==> config.mk <==
export PLATFORM = sky130hd
export DESIGN_NAME = spot_ram_writer
export DESIGN_NICKNAME = d
export VERILOG_FILES = /design/src/rtl/spot_ram_writer.sv
export SDC_FILE = /design/constraint.sdc
export NUM_CORES = 2
export LEC_CHECK = 0
export BUFFER_PORTS_ARGS = -buffer_cell sky130_fd_sc_hd__buf_4
export CORE_UTILIZATION = 52
export CTS_CLUSTER_SIZE = 12
export DETAILED_ROUTE_END_ITERATION = 6
export GPL_ROUTABILITY_DRIVEN = 0
export PLACE_DENSITY = 0.72
export SLEW_MARGIN = 40
export SYNTH_ARGS = -nofsm -noshare
export SYNTH_HDL_FRONTEND = slang
export SYNTH_SLANG_ARGS = --single-unit
==> constraint.sdc <==
create_clock -name clk_in -period 22 [get_ports clk_in]
set_input_delay 3.3 -clock clk_in [delete_from_list [all_inputs] [get_ports clk_in]]
set_output_delay 3.3 -clock clk_in [all_outputs]
set_load 0.02 [all_outputs]
==> src/rtl/spot_ram_writer.sv <==
// Packs the 8-bit camera pixel stream into 256-bit kernel words and writes them to the
// spot finder BRAM. The spot finder is held in reset until a whole frame is in RAM.
module spot_ram_writer #(
    parameter int unsigned DROP_CNT_W = 8
) (
    input  logic                  clk_in,
    input  logic                  reset,
    input  logic [7:0]            pixel_data,
    input  logic                  pixel_valid,
    input  logic                  frame_start,
    input  logic [15:0]           cam_kernels_x,
    input  logic [15:0]           cam_lines_y,
    input  logic                  analysis_rdy,
    output logic                  wr_en,
    output logic [13:0]           wr_address,
    output logic [255:0]          wr_data,
    output logic                  spot_finder_reset,
    output logic                  frame_rdy,
    output logic                  config_err,
    output logic [DROP_CNT_W-1:0] dropped_frames
);

    typedef enum logic [1:0] {IDLE, FILL, DONE} state_t;

    state_t       state, state_nxt;
    logic [14:0]  total;        // 15 bits so that 16384 itself is representable
    logic [14:0]  word_cnt;
    logic [5:0]   pixel_idx;
    logic [255:0] pack;
    logic [31:0]  product;
    logic         dims_ok;
    logic         frame_req;
    logic         start_frame;
    logic         take_pixel;
    logic         word_done;
    logic         drop_inc;

    always_comb begin
        product     = 32'(cam_kernels_x) * 32'(cam_lines_y);
        dims_ok     = (product != 32'd0) && (product <= 32'd16384);
        frame_req   = frame_start && (state != DONE);
        state_nxt   = state;
        start_frame = 1'b0;
        take_pixel  = 1'b0;
        drop_inc    = 1'b0;
        case (state)
            IDLE: begin
                if (frame_start) begin
                    start_frame = dims_ok;
                    if (dims_ok) state_nxt = FILL;
                end
            end
            FILL: begin
                // A new frame_start always wins, even in the cycle the last word is written.
                if (frame_start) begin
                    start_frame = dims_ok;
                    state_nxt   = dims_ok ? FILL : IDLE;
                end else if (word_cnt == total) begin
                    state_nxt = DONE;
                end else begin
                    take_pixel = pixel_valid;
                end
            end
            DONE: begin
                drop_inc = frame_start;
                if (analysis_rdy) state_nxt = IDLE;
            end
            default: state_nxt = IDLE;
        endcase
        word_done = take_pixel && (pixel_idx == 6'd31);
    end

    always_ff @(posedge clk_in) begin
        if (reset) state <= IDLE;
        else       state <= state_nxt;
    end

    always_ff @(posedge clk_in) begin
        if (reset) begin
            total          <= '0;
            word_cnt       <= '0;
            pixel_idx      <= '0;
            pack           <= '0;
            wr_en          <= 1'b0;
            wr_address     <= '0;
            wr_data        <= '0;
            config_err     <= 1'b0;
            dropped_frames <= '0;
        end else begin
            wr_en <= word_done;
            if (frame_req) config_err <= !dims_ok;
            if (start_frame) begin
                total     <= product[14:0];
                word_cnt  <= '0;
                pixel_idx <= pixel_valid ? 6'd1 : 6'd0;
                if (pixel_valid) pack[7:0] <= pixel_data;
            end else if (take_pixel) begin
                pack[{pixel_idx[4:0], 3'b000} +: 8] <= pixel_data;
                if (word_done) begin
                    wr_data    <= {pixel_data, pack[247:0]};
                    wr_address <= word_cnt[13:0];
                    word_cnt   <= word_cnt + 15'd1;
                    pixel_idx  <= '0;
                end else begin
                    pixel_idx <= pixel_idx + 6'd1;
                end
            end
            if (drop_inc && (dropped_frames != '1))
                dropped_frames <= dropped_frames + DROP_CNT_W'(1);
        end
    end

    assign frame_rdy         = (state == DONE);
    assign spot_finder_reset = (state != DONE);

endmodule
==> impl_metrics.py <==
metrics = {
    "status": {
        "status": "complete, no violations",
    },
    "clock_network": {
        "htreeDepth": 2,
        "clock_path_buffers": 3,
        "root_buffer": "clkbuf_16",
        "clock_sinks": 566,
        "postCtsSetupBuffers": 0,
        "postCtsHoldBufs": 0,
        "cts_tree": "built",
        "clkLatencyLatePin_ps": 640,
        "path_clk_slew_ps": 60,
        "cts.repair.resized": 0,
        "cts_buffers": 58,
    },
    "worst_setup_path": {
        "reg2reg_to": "pack[134]",
        "reg2reg_depth": 8,
        "timing.rr.start": "pixel_idx[0]",
        "cp.arrival_ps": 10340,
        "reg2reg_setup_slack_ps": 18470,
        "required_ps": 22450,
        "crit_path_end_kind": "register",
        "path_max_fanout": 19,
        "critical_path_class": "in2reg",
        "startpoint_type": "input port",
    },
    "layout": {
        "mostFrequentLayoutCell": "nand2_1",
        "drive_above_1_share_pct": 11.5,
        "syn_to_final_growth_pct": 15.4,
        "fin_util_pct": 61.3,
        "final_cell_mix": "nand2_1, dfxtp_1, a21oi_1",
        "final_cells": 4593,
        "final_nets": 4163,
        "final_cell_area_sq_um": 34100,
    },
    "timing": {
        "slew_viol_final": 0,
        "timing.final.crit_share_pct": 45.0,
        "setup_violations": 0,
        "fin_setup_tns_ps": 0,
        "min_period_ps": 9900,
        "clock.fmax_ghz": 0.101,
        "skew_ps": 64.4,
        "worst_pin_slew_ps": 832,
        "relSlewSlack_pct": 44.5,
        "rsz0062_at_grt": "no",
        "hold_viol": 0,
    },
    "drt": {
        "dr_total_vias": 25500,
        "routed_wl_um": 86200,
        "met3_length_um": 6120,
        "first_iter_violations": 2532,
        "drtAntennaViolNets": 0,
        "post_drt_wl_per_cell_um": 18.8,
        "route.met2.wl_um": 39700,
        "top_layer": "met4",
        "wl_met1_um": 36500,
        "drc_errors": 0,
        "firstDrtPassIters": 7,
        "vias_per_cell": 5.55,
    },
    "floorplanning": {
        "pin_count": 327,
        "rows": 86,
        "die_y_um": 240,
        "coreArea_sq_um": 55600,
        "die_w_um": 240,
        "start_util_pct": 53.1,
        "dieArea_sq_um": 57700,
    },
    "synthesis": {
        "synth_xor_area_share_pct": 1.87,
        "synth.area.mux_share_pct": 1.42,
        "synth_seq_area_share_pct": 38.4,
        "synthSimpleGateAreaFrac_pct": 23.7,
        "syn_area_per_cell_sq_um": 8.13,
        "synthDistinctLibCells": 62,
        "ys_async_sr_fraction_pct": 0,
        "synth_compound_area_share_pct": 11.3,
        "ys_ff_latch": 566,
        "synth_top_family_by_area": "simple AND/OR/NAND/NOR gates",
        "synth_edf_count": 0,
        "synth_area_leaders": "dfxtp_1, fa_1, nand2_1, a21oi_1, ha_1",
        "yosys.area_share.adder_pct": 17.9,
        "syn_nets": 3983,
        "yosysWarnings": 0,
        "netlist_area_sq_um": 29500,
        "synth_top_area_share_pct": 38.4,
        "synth_top_area_cell": "dfxtp_1",
        "synthFlopType": "dfxtp_1",
        "synth_cells": 3633,
    },
    "place": {
        "hpwl_um": 59700,
        "dp.cells": 4500,
        "io_buffer_count": 326,
        "placed_area_sq_um": 32300,
    },
    "min_path": {
        "hold_class": "reg2reg",
        "min_from": "pack[224]",
        "min_path_cells": 2,
        "worstHoldEndpoint": "wr_data[224]",
    },
    "flow_run": {
        "cap_violations": 0,
    },
    "power": {
        "powerDensity_nw_per_um2": 119,
        "peakVddDrop_uv": 193,
        "power.leakage_nw": 13.4,
    },
    "global_routing": {
        "grt_pass1_wl_um": 134000,
        "grt_pass1_vias": 24200,
        "grt_overflow": 0,
        "grt_max_degree": 181,
        "grtUsageTotal_pct": 29.8,
        "antenna_found_initial": 1,
    },
}
where the power goes:
part | internal (mW) | total (mW) | switching (mW)
Clock | 0.530 | 0.940 | 0.410
Combinational | 0.798 | 2.08 | 1.29
Sequential | 1.02 | 1.03 | 0.000274
cell usage after synthesis (23+ instances only):
cell type	count
nor2_1	192
o21ai_0	24
and2_1	125
dfxtp_1	566
a21oi_1	532
nand3_1	164
nor3_1	82
xor2_1	35
ha_1	111
mux2i_1	42
clkbuf_1	206
fa_1	194
xnor2_1	28
nand2_1	931
inv_1	200
nand2b_1	23
registers in the layout, summed over array words and instances (netlist names):
register,flops
wr_address,14
word_cnt,15
dropped_frames,8
config_err,1
state,2
wr_data,256
pixel_idx,6
wr_en,1
total,15
pack,248
final cells by class:
cell class / count / area, sq um
Antenna cell: 1 / 2.50
Multi-Input combinational cell: 2646 / 16600
Sequential cell: 566 / 11300
Clock inverter: 11 / 174
Fill cell: 5049 / 21600
Tap cell: 748 / 936
Inverter: 200 / 751
Clock buffer: 80 / 1600
Timing Repair Buffer: 341 / 2650
kinds of logic (layout without fill, tap and decap cells):
kind of cell	Yosys count	in the layout
simple gates	1611	1611
compound gates	625	625
flops	566	566
buf+inv	421	632
fa+ha+maj	305	305
xor+xnor	63	63
mux	42	42
other cells	0	1
how the worst max path moves through the flow:
stage / from / to / slack [ps] / cells after the start
after detailed placement: cam_kernels_x[15] / pixel_idx[5] / 11520 / 23
after global placement: cam_lines_y[1] / pixel_idx[5] / 11660 / 23
final: cam_lines_y[1] / pixel_idx[5] / 12100 / 23
after CTS: cam_kernels_x[15] / pixel_idx[5] / 12150 / 23
after floorplan: cam_lines_y[1] / word_cnt[10] / 12250 / 25
after global routing: cam_lines_y[1] / pixel_idx[5] / 11630 / 23
per-layer routing:
metal | vias up | global-route usage (%)
li1 | 12200 | -
met1 | 12200 | 40.7
met2 | 954 | 47.0
met3 | 210 | 4.19
met4 | 0 | 12.9
met5 | - | 0
critical path, cell delays in order:
cell and delay [ps]:
buf_4 190, nand2_1 110, fa_1 530, fa_1 550, inv_1 50, fa_1 490, inv_1 50, fa_1 540
fa_1 420, fa_1 500, inv_1 40, ha_1 410, a21oi_1 320, o21ai_0 200, a211o_1 340, nor2b_1 150
o21ai_0 230, nor4b_1 340, nand4_1 200, nor4_4 170, buf_4 340, or2_1 670, o21ai_0 180
per-stage QoR:
step | hold slack (ps) | power [mW] | worst slack (ps)
after floorplan | 431 | 2.63 | 12250
after global placement | 439 | 3.08 | 11660
after detailed placement | 442 | 3.10 | 11520
after CTS | 430 | 4.04 | 12150
after global routing | 458 | 4.37 | 11630
final | 425 | 4.05 | 12100
(Power assumes the default switching activity.)
